<file path="src/rtl/ap_ctrl_perf_pkg.sv">
// Shared types and helpers for the ap_ctrl_chain performance monitor:
// FSM states, read-port field codes, saturating increment and the per-channel stats bundle.
package ap_ctrl_perf_pkg;

    // Widest supported counter; stats are carried at this width and trimmed at the read port.
    localparam int MAX_W = 48;

    typedef enum logic [1:0] {
        ST_IDLE = 2'd0,
        ST_RUN  = 2'd1,
        ST_HOLD = 2'd2
    } state_e;

    localparam logic [2:0] SEL_TXN     = 3'd0;
    localparam logic [2:0] SEL_LAST    = 3'd1;
    localparam logic [2:0] SEL_MIN     = 3'd2;
    localparam logic [2:0] SEL_MAX     = 3'd3;
    localparam logic [2:0] SEL_STALL   = 3'd4;
    localparam logic [2:0] SEL_OVERLAP = 3'd5;
    localparam logic [2:0] SEL_II      = 3'd6;
    localparam logic [2:0] SEL_STATE   = 3'd7;

    typedef struct packed {
        logic [MAX_W-1:0] txn;
        logic [MAX_W-1:0] last_lat;
        logic [MAX_W-1:0] min_lat;
        logic [MAX_W-1:0] max_lat;
        logic [MAX_W-1:0] stall;
        logic [MAX_W-1:0] overlap;
        logic [MAX_W-1:0] ii;
        state_e           state;
    } stats_t;

    // Increment that sticks at the all-ones value of a width-bit counter.
    function automatic logic [MAX_W-1:0] sat_inc(input logic [MAX_W-1:0] value, input int width);
        logic [MAX_W-1:0] limit;
        limit = {MAX_W{1'b1}} >> (MAX_W - width);
        if (value >= limit) begin
            sat_inc = limit;
        end else begin
            sat_inc = value + 48'd1;
        end
    endfunction

endpackage

</file>
<file path="src/rtl/ap_ctrl_perf_chan.sv">
// One monitored ap_ctrl_chain handshake: IDLE/RUN/HOLD FSM plus saturating statistics.
// Initiation-interval capture is compiled in only when AP_CTRL_PERF_II_EN is defined.
module ap_ctrl_perf_chan
    import ap_ctrl_perf_pkg::*;
#(
    parameter int CNT_W = 32
) (
    input  logic   clock,
    input  logic   reset,
    input  logic   ap_start,
    input  logic   ap_ready,
    input  logic   ap_done,
    input  logic   ap_continue,
    input  logic   freeze,
    input  logic   clear,
    output stats_t stats,
    output logic   busy
);

    localparam logic [CNT_W-1:0] CNT_ZERO = {CNT_W{1'b0}};
    localparam logic [CNT_W-1:0] CNT_ONE  = {{(CNT_W-1){1'b0}}, 1'b1};
    localparam logic [CNT_W-1:0] CNT_ALL1 = {CNT_W{1'b1}};

    function automatic logic [CNT_W-1:0] inc(input logic [CNT_W-1:0] value);
        return CNT_W'(sat_inc(MAX_W'(value), CNT_W));
    endfunction

    state_e           state_r, state_nx_s;
    logic [CNT_W-1:0] lat_r, lat_nx_s, rec_lat_s;
    logic [CNT_W-1:0] txn_r, last_r, min_r, max_r, stall_r, ovl_r;
    logic             busy_r, rec_s, stall_inc_s, ovl_inc_s, acc_start_s;

    // Next-state, latency and event decode for the handshake FSM.
    always_comb begin
        state_nx_s  = state_r;
        lat_nx_s    = lat_r;
        rec_lat_s   = lat_r;
        rec_s       = 1'b0;
        stall_inc_s = 1'b0;
        ovl_inc_s   = 1'b0;
        acc_start_s = 1'b0;
        case (state_r)
            ST_IDLE: begin
                if (ap_start) begin
                    acc_start_s = 1'b1;
                    lat_nx_s    = CNT_ONE;
                    // A block that completes in its start cycle still counts as a 1-cycle transaction.
                    if (ap_done && ap_continue) begin
                        rec_s      = 1'b1;
                        rec_lat_s  = CNT_ONE;
                        state_nx_s = ST_IDLE;
                    end else if (ap_done) begin
                        stall_inc_s = 1'b1;
                        state_nx_s  = ST_HOLD;
                    end else begin
                        state_nx_s = ST_RUN;
                    end
                end else begin
                    state_nx_s = ST_IDLE;
                end
            end
            ST_RUN: begin
                lat_nx_s = inc(lat_r);
                if (ap_done && ap_continue) begin
                    rec_s     = 1'b1;
                    rec_lat_s = inc(lat_r);
                    if (ap_start) begin
                        acc_start_s = 1'b1;
                        lat_nx_s    = CNT_ONE;
                        state_nx_s  = ST_RUN;
                    end else begin
                        state_nx_s = ST_IDLE;
                    end
                end else if (ap_done) begin
                    stall_inc_s = 1'b1;
                    state_nx_s  = ST_HOLD;
                end else begin
                    ovl_inc_s  = ap_ready;
                    state_nx_s = ST_RUN;
                end
            end
            ST_HOLD: begin
                if (ap_continue) begin
                    rec_s = 1'b1;
                    if (ap_start) begin
                        acc_start_s = 1'b1;
                        lat_nx_s    = CNT_ONE;
                        state_nx_s  = ST_RUN;
                    end else begin
                        state_nx_s = ST_IDLE;
                    end
                end else begin
                    stall_inc_s = 1'b1;
                    state_nx_s  = ST_HOLD;
                end
            end
            default: begin
                state_nx_s = ST_IDLE;
                lat_nx_s   = CNT_ZERO;
            end
        endcase
    end

    // State and statistics registers; clear wins over freeze, freeze drops events.
    always_ff @(posedge clock or negedge reset) begin
        if (!reset) begin
            state_r <= ST_IDLE;
            lat_r   <= CNT_ZERO;
            busy_r  <= 1'b0;
            txn_r   <= CNT_ZERO;
            last_r  <= CNT_ZERO;
            min_r   <= CNT_ALL1;
            max_r   <= CNT_ZERO;
            stall_r <= CNT_ZERO;
            ovl_r   <= CNT_ZERO;
        end else if (clear) begin
            state_r <= ST_IDLE;
            lat_r   <= CNT_ZERO;
            busy_r  <= 1'b0;
            txn_r   <= CNT_ZERO;
            last_r  <= CNT_ZERO;
            min_r   <= CNT_ALL1;
            max_r   <= CNT_ZERO;
            stall_r <= CNT_ZERO;
            ovl_r   <= CNT_ZERO;
        end else if (!freeze) begin
            state_r <= state_nx_s;
            lat_r   <= lat_nx_s;
            busy_r  <= (state_nx_s != ST_IDLE);
            if (rec_s) begin
                txn_r  <= inc(txn_r);
                last_r <= rec_lat_s;
                if (rec_lat_s < min_r) min_r <= rec_lat_s;
                if (rec_lat_s > max_r) max_r <= rec_lat_s;
            end
            if (stall_inc_s) stall_r <= inc(stall_r);
            if (ovl_inc_s)   ovl_r   <= inc(ovl_r);
        end
    end

`ifdef AP_CTRL_PERF_II_EN
    logic [CNT_W-1:0] ii_cnt_r, ii_last_r;
    logic             ii_seen_r;

    // Cycles between accepted starts; the first start only arms the measurement.
    always_ff @(posedge clock or negedge reset) begin
        if (!reset) begin
            ii_cnt_r  <= CNT_ZERO;
            ii_last_r <= CNT_ZERO;
            ii_seen_r <= 1'b0;
        end else if (clear) begin
            ii_cnt_r  <= CNT_ZERO;
            ii_last_r <= CNT_ZERO;
            ii_seen_r <= 1'b0;
        end else if (!freeze) begin
            if (acc_start_s) begin
                ii_cnt_r  <= CNT_ONE;
                ii_seen_r <= 1'b1;
                if (ii_seen_r) ii_last_r <= ii_cnt_r;
            end else begin
                ii_cnt_r <= inc(ii_cnt_r);
            end
        end
    end

    assign stats.ii = MAX_W'(ii_last_r);
`else
    logic unused_acc_start_s;
    assign unused_acc_start_s = acc_start_s;
    assign stats.ii           = {MAX_W{1'b0}};
`endif

    assign stats.txn      = MAX_W'(txn_r);
    assign stats.last_lat = MAX_W'(last_r);
    assign stats.min_lat  = MAX_W'(min_r);
    assign stats.max_lat  = MAX_W'(max_r);
    assign stats.stall    = MAX_W'(stall_r);
    assign stats.overlap  = MAX_W'(ovl_r);
    assign stats.state    = state_r;
    assign busy           = busy_r;

endmodule

</file>
<file path="src/rtl/ap_ctrl_perf_monitor.sv">
// Hardware performance monitor for NUM_CH ap_ctrl_chain handshakes with a registered read port.
// Define AP_CTRL_PERF_II_EN to add per-channel initiation-interval capture on rd_sel 6.
module ap_ctrl_perf_monitor
    import ap_ctrl_perf_pkg::*;
#(
    parameter int NUM_CH = 4,
    parameter int CNT_W  = 32,
    parameter int CH_W   = (NUM_CH > 1) ? $clog2(NUM_CH) : 1
) (
    input  logic              clock,
    input  logic              reset,
    input  logic [NUM_CH-1:0] ap_start,
    input  logic [NUM_CH-1:0] ap_ready,
    input  logic [NUM_CH-1:0] ap_done,
    input  logic [NUM_CH-1:0] ap_continue,
    input  logic              freeze,
    input  logic              clear,
    input  logic [CH_W-1:0]   rd_ch,
    input  logic [2:0]        rd_sel,
    output logic [CNT_W-1:0]  rd_data,
    output logic [NUM_CH-1:0] busy
);

    // Every encodable rd_ch gets a slot; slots past NUM_CH read as zero.
    localparam int NUM_SLOT = 2 ** CH_W;

    stats_t           slot_s [NUM_SLOT];
    logic [MAX_W-1:0] field_s;
    logic [CNT_W-1:0] rd_data_r;

    for (genvar i = 0; i < NUM_SLOT; i++) begin : g_slot
        if (i < NUM_CH) begin : g_chan
            ap_ctrl_perf_chan #(.CNT_W(CNT_W)) u_chan (
                .clock       (clock),
                .reset       (reset),
                .ap_start    (ap_start[i]),
                .ap_ready    (ap_ready[i]),
                .ap_done     (ap_done[i]),
                .ap_continue (ap_continue[i]),
                .freeze      (freeze),
                .clear       (clear),
                .stats       (slot_s[i]),
                .busy        (busy[i])
            );
        end else begin : g_empty
            assign slot_s[i] = {$bits(stats_t){1'b0}};
        end
    end

    // Field select for the addressed channel.
    always_comb begin
        field_s = {MAX_W{1'b0}};
        case (rd_sel)
            SEL_TXN:     field_s = slot_s[rd_ch].txn;
            SEL_LAST:    field_s = slot_s[rd_ch].last_lat;
            SEL_MIN:     field_s = slot_s[rd_ch].min_lat;
            SEL_MAX:     field_s = slot_s[rd_ch].max_lat;
            SEL_STALL:   field_s = slot_s[rd_ch].stall;
            SEL_OVERLAP: field_s = slot_s[rd_ch].overlap;
            SEL_II:      field_s = slot_s[rd_ch].ii;
            SEL_STATE:   field_s = MAX_W'(slot_s[rd_ch].state);
            default:     field_s = {MAX_W{1'b0}};
        endcase
    end

    if (CNT_W < MAX_W) begin : g_unused_hi
        logic unused_hi_s;
        assign unused_hi_s = ^field_s[MAX_W-1:CNT_W];
    end

    // Read data register; stays live under freeze.
    always_ff @(posedge clock or negedge reset) begin
        if (!reset) begin
            rd_data_r <= {CNT_W{1'b0}};
        end else if (clear) begin
            rd_data_r <= {CNT_W{1'b0}};
        end else begin
            rd_data_r <= field_s[CNT_W-1:0];
        end
    end

    assign rd_data = rd_data_r;

endmodule

</file>
<file path="config.mk">
export PLATFORM = sky130hd
export DESIGN_NAME = ap_ctrl_perf_monitor
export DESIGN_NICKNAME = d
export VERILOG_FILES = /design/src/rtl/ap_ctrl_perf_pkg.sv /design/src/rtl/ap_ctrl_perf_chan.sv /design/src/rtl/ap_ctrl_perf_monitor.sv
export SDC_FILE = /design/constraint.sdc
export NUM_CORES = 2
export LEC_CHECK = 0
export BUFFER_PORTS_ARGS = -buffer_cell sky130_fd_sc_hd__buf_4
export CELL_PAD_IN_SITES_DETAIL_PLACEMENT = 1
export CELL_PAD_IN_SITES_GLOBAL_PLACEMENT = 1
export CORE_ASPECT_RATIO = 1.75
export CORE_MARGIN = 10
export CORE_UTILIZATION = 45
export DETAILED_ROUTE_END_ITERATION = 6
export PLACE_DENSITY = 0.82
export SLEW_MARGIN = 20
export SYNTH_ARGS = -nofsm -noshare
export SYNTH_HDL_FRONTEND = slang
export SYNTH_SLANG_ARGS = --single-unit
export TNS_END_PERCENT = 50
</file>
<file path="constraint.sdc">
create_clock -name clock -period 4.5 [get_ports clock]
set_input_delay 1.125 -clock clock [delete_from_list [all_inputs] [get_ports clock]]
set_output_delay 1.125 -clock clock [all_outputs]
set_load 0.05 [all_outputs]
</file>
==> metrics.yaml <==
worst_setup_path:
  cp-start-kind: "register"
  endpoint_kind: "register"
  critPathMaxFanout: 17
  cp.arrival_ps: 5310
  required_ps: 5160
  rrSetupSlack_ps: -150
  worstSetupPathType: "register to register"
clock_tree:
  ctsHoldBuffers: 0
  cts_sinks: 940
  htreeDepth: 3
  clkSlewWorstSetupHoldPaths_ps: 70
  cts_root_buf: "clkbuf_16"
  cts_tree: "done"
  clock_path_buffers: 3
  clk_latency_ps: 760
  numCtsBuffers: 96
route:
  final_antenna_net_count: 0
  drt-vias-per-instance: 6.82
  drt-total-wl_mm: 300
  firstDrtPassIters: 6
  wl_per_cell_um: 32.1
  drcViolationCount: 0
  num_vias: 63700
  first_iter_violations: 6693
synthesis:
  synth_edf_count: 0
  synth.cell_area_um2: 60800
  seq_area_frac_synth: 0.389
  synth_cells: 6961
  synth.distinct_cells: 90
  synth.avg_cell_area_um2: 8.74
  syn_nets: 7254
  yosys-top-cells-area: "dfrtp_1 (33%), mux4_2 (7.2%), dfstp_2 (5.5%), ha_1 (5.5%), o21ai_0 (5.1%)"
  ys_warn_count: 0
  ys_ff_latch: 940
  synth_top_cell_area_share: 0.334
  synth_top_cell_by_area: "dfrtp_1"
  synthArstFlopShare: 1.00
  synthFlopType: "dfrtp_1"
global_route:
  grt_max_degree: 156
  grt_pass1_vias: 64800
  antenna_found_initial: 50
  grt_first_pass_wirelength_mm: 429
  grt-ovfl-total: 0
  track_usage: 0.377
place:
  gp_congestion: 1.08
  port_buffers: 60
  dp_hpwl_mm: 213
sta:
  max_freq_ghz: 0.215
  tns_ps: -1200
  hold_viol: 0
  setup_viol: 20
  worst_slack_ps: -151
  clock_skew_ps: 34.9
  rsz0062_at_grt: "true"
  finalCriticalPeriod_ps: 4650
  slew_violations: 0
  tightest_slew_ps: 1090
  slew-limit-headroom: 0.264
  fin_crit_sh: 1.03
power_and_ir_drop:
  power_mw: 19.8
  p_per_area_nw_per_um2: 269
  p_leak_nw: 32.5
  peakVddDrop_mv: 0.288
cells_and_area:
  fin_util: 0.547
  final_nets: 7732
  drive_gt1_frac: 0.221
  area_delta_synth_final_pct: 20.8
  fillers: 15500
hold_path:
  min_path_type: "primary input to async pin"
floorplan:
  die_h_um: 506
  ios: 61
  die_area_um2: 151000
  core-area_um2: 134000
  start_util: 0.453
  fp.dieW_um: 298
  row_count: 178
outcome:
  status: "finished with violations"
  violations: "negative setup slack"
flow_run:
  max_cap_violations: 0
[power breakdown]
part           switching [mW]  internal, mW
Combinational            1.19         0.488
Sequential              0.146          8.58
Clock                    4.02          5.33
Total                    5.36          14.4
[Yosys cell counts, types with 92 or more instances]
cell,instances
a21oi_1,564
a22oi_1,92
a31oi_1,221
and3_1,164
clkbuf_1,330
dfrtp_1,812
dfstp_2,128
ha_1,268
inv_1,375
mux2i_1,127
mux4_2,194
nand2_1,737
nand3_1,320
nand4_1,119
nor2_1,689
nor3_1,294
o21ai_0,619
[stage by stage]
| step | worst slack (ps) | std cells | hold slack, ps | instance area, um2 |
|---|---|---|---|---|
| 4_1_cts | -9.36 | 9255 | 433 | 71600 |
| 6_report | -151 | 9343 | 388 | 73500 |
| 2_1_floorplan | 20.2 | 6961 | 452 | 60900 |
| 5_1_grt | -219 | 9327 | 439 | 73500 |
| 3_5_place_dp | -657 | 9030 | 508 | 67400 |
| 3_3_place_gp | -461 | 9030 | 481 | 67400 |
[layout make-up]
type,instances,area [um2],share of cell area
Antenna cell,20,50.0,0.000681
Sequential cell,940,23700,0.322
Clock buffer,135,2810,0.0383
Inverter,376,1420,0.0193
Timing Repair Buffer,835,7250,0.0987
Tap cell,1800,2250,0.0306
Multi-Input combinational cell,5190,35300,0.480
Clock inverter,47,744,0.0101
[cells by family (layout without fill, tap and decap cells)]
| family | count (synthesis) | count (layout) | share of synthesized area |
|---|---|---|---|
| adders and majority gates | 268 | 268 | 0.0551 |
| AOI/OAI and AO/OA | 2012 | 2012 | 0.207 |
| muxes | 330 | 330 | 0.0944 |
| and+or+nand+nor | 2580 | 2580 | 0.200 |
| buffers and inverters | 831 | 1393 | 0.0542 |
| DFF | 940 | 940 | 0.389 |
| other | 0 | 20 | 0 |
[path summary, 6_finish.rpt]
path | from | to | cells after the start
hold / removal | reset | g_slot[0].g_chan.u_chan.ovl_r[6] | 1
setup / recovery | g_slot[1].g_chan.u_chan.lat_r[1] | g_slot[1].g_chan.u_chan.min_r[19] | 24
setup reg to reg | g_slot[1].g_chan.u_chan.lat_r[1] | g_slot[1].g_chan.u_chan.min_r[19] | 24
hold reg to reg | g_slot[2].g_chan.u_chan.last_r[2] | g_slot[2].g_chan.u_chan.last_r[2] | 2
max in group asynchronous | reset | g_slot[2].g_chan.u_chan.max_r[23] | 2
min in group clock | g_slot[2].g_chan.u_chan.last_r[2] | g_slot[2].g_chan.u_chan.last_r[2] | 2
[layout by cell type (no fill, tap or decap), types with 45 or more instances in the layout]
cell type,netlist,routed
a211oi_1,82,77
a21o_1,46,45
a21oi_1,564,550
a22oi_1,92,91
a311oi_1,74,60
a311oi_2,50,52
a31oi_1,221,218
and3_1,164,161
buf_12,0,48
buf_4,18,745
clkbuf_16,0,111
dfrtp_1,812,804
dfstp_2,128,128
ha_1,268,255
inv_1,375,375
mux2i_1,127,124
mux4_2,194,194
nand2_1,737,736
nand3_1,320,301
nand4_1,119,119
nor2_1,689,670
nor3_1,294,254
o21ai_0,619,606
[timing repair]
item | 4_1_cts | 5_1_grt
pin swaps | 26 | 82
hold endpoints to repair | 0 | 0
endpoints found under the setup margin | 219 | 256
gates resized for setup | 57 | 215
gates cloned | 4 | 12
buffers inserted | 39 | 59
[per-layer routing]
| metal | global-route usage | share of wire | vias to the layer above | wire length (um) |
|---|---|---|---|---|
| li1 | - | - | 26600 | - |
| met1 | 0.391 | 0.33 | 32300 | 98700 |
| met2 | 0.627 | 0.48 | 3443 | 143000 |
| met3 | 0.0961 | 0.084 | 1343 | 25300 |
| met4 | 0.340 | 0.11 | 34 | 33000 |
| met5 | 0 | 0.00070 | - | 209 |
[registers in the layout (all words and copies together) (netlist names)]
register and flops:
g_slot.g_chan.u_chan.stall_r 128, g_slot.g_chan.u_chan.state_r 8, g_slot.g_chan.u_chan.busy 4, g_slot.g_chan.u_chan.lat_r 128
g_slot.g_chan.u_chan.min_r 128, g_slot.g_chan.u_chan.last_r 128, rd_data 32, g_slot.g_chan.u_chan.ovl_r 128
g_slot.g_chan.u_chan.max_r 128, g_slot.g_chan.u_chan.txn_r 128
[critical path, stage by stage (launching register included)]
cell       delay (ps)
dfrtp_1           400
ha_1              210
and3_1            190
and3_4            200
buf_4             180
nand2_1           180
nor2_2            210
a21oi_1           110
a311oi_2          280
buf_4             240
buf_4             190
ha_1              250
nand4_1           160
nor2_2             90
a21oi_2           140
o2111ai_2         140
buf_6             200
nor3_4            240
buf_6             130
o21ai_4            50
buf_12            150
buf_12            120
buf_12            160
nor3_1            240
a31oi_1            90
(Power assumes the default switching activity.)
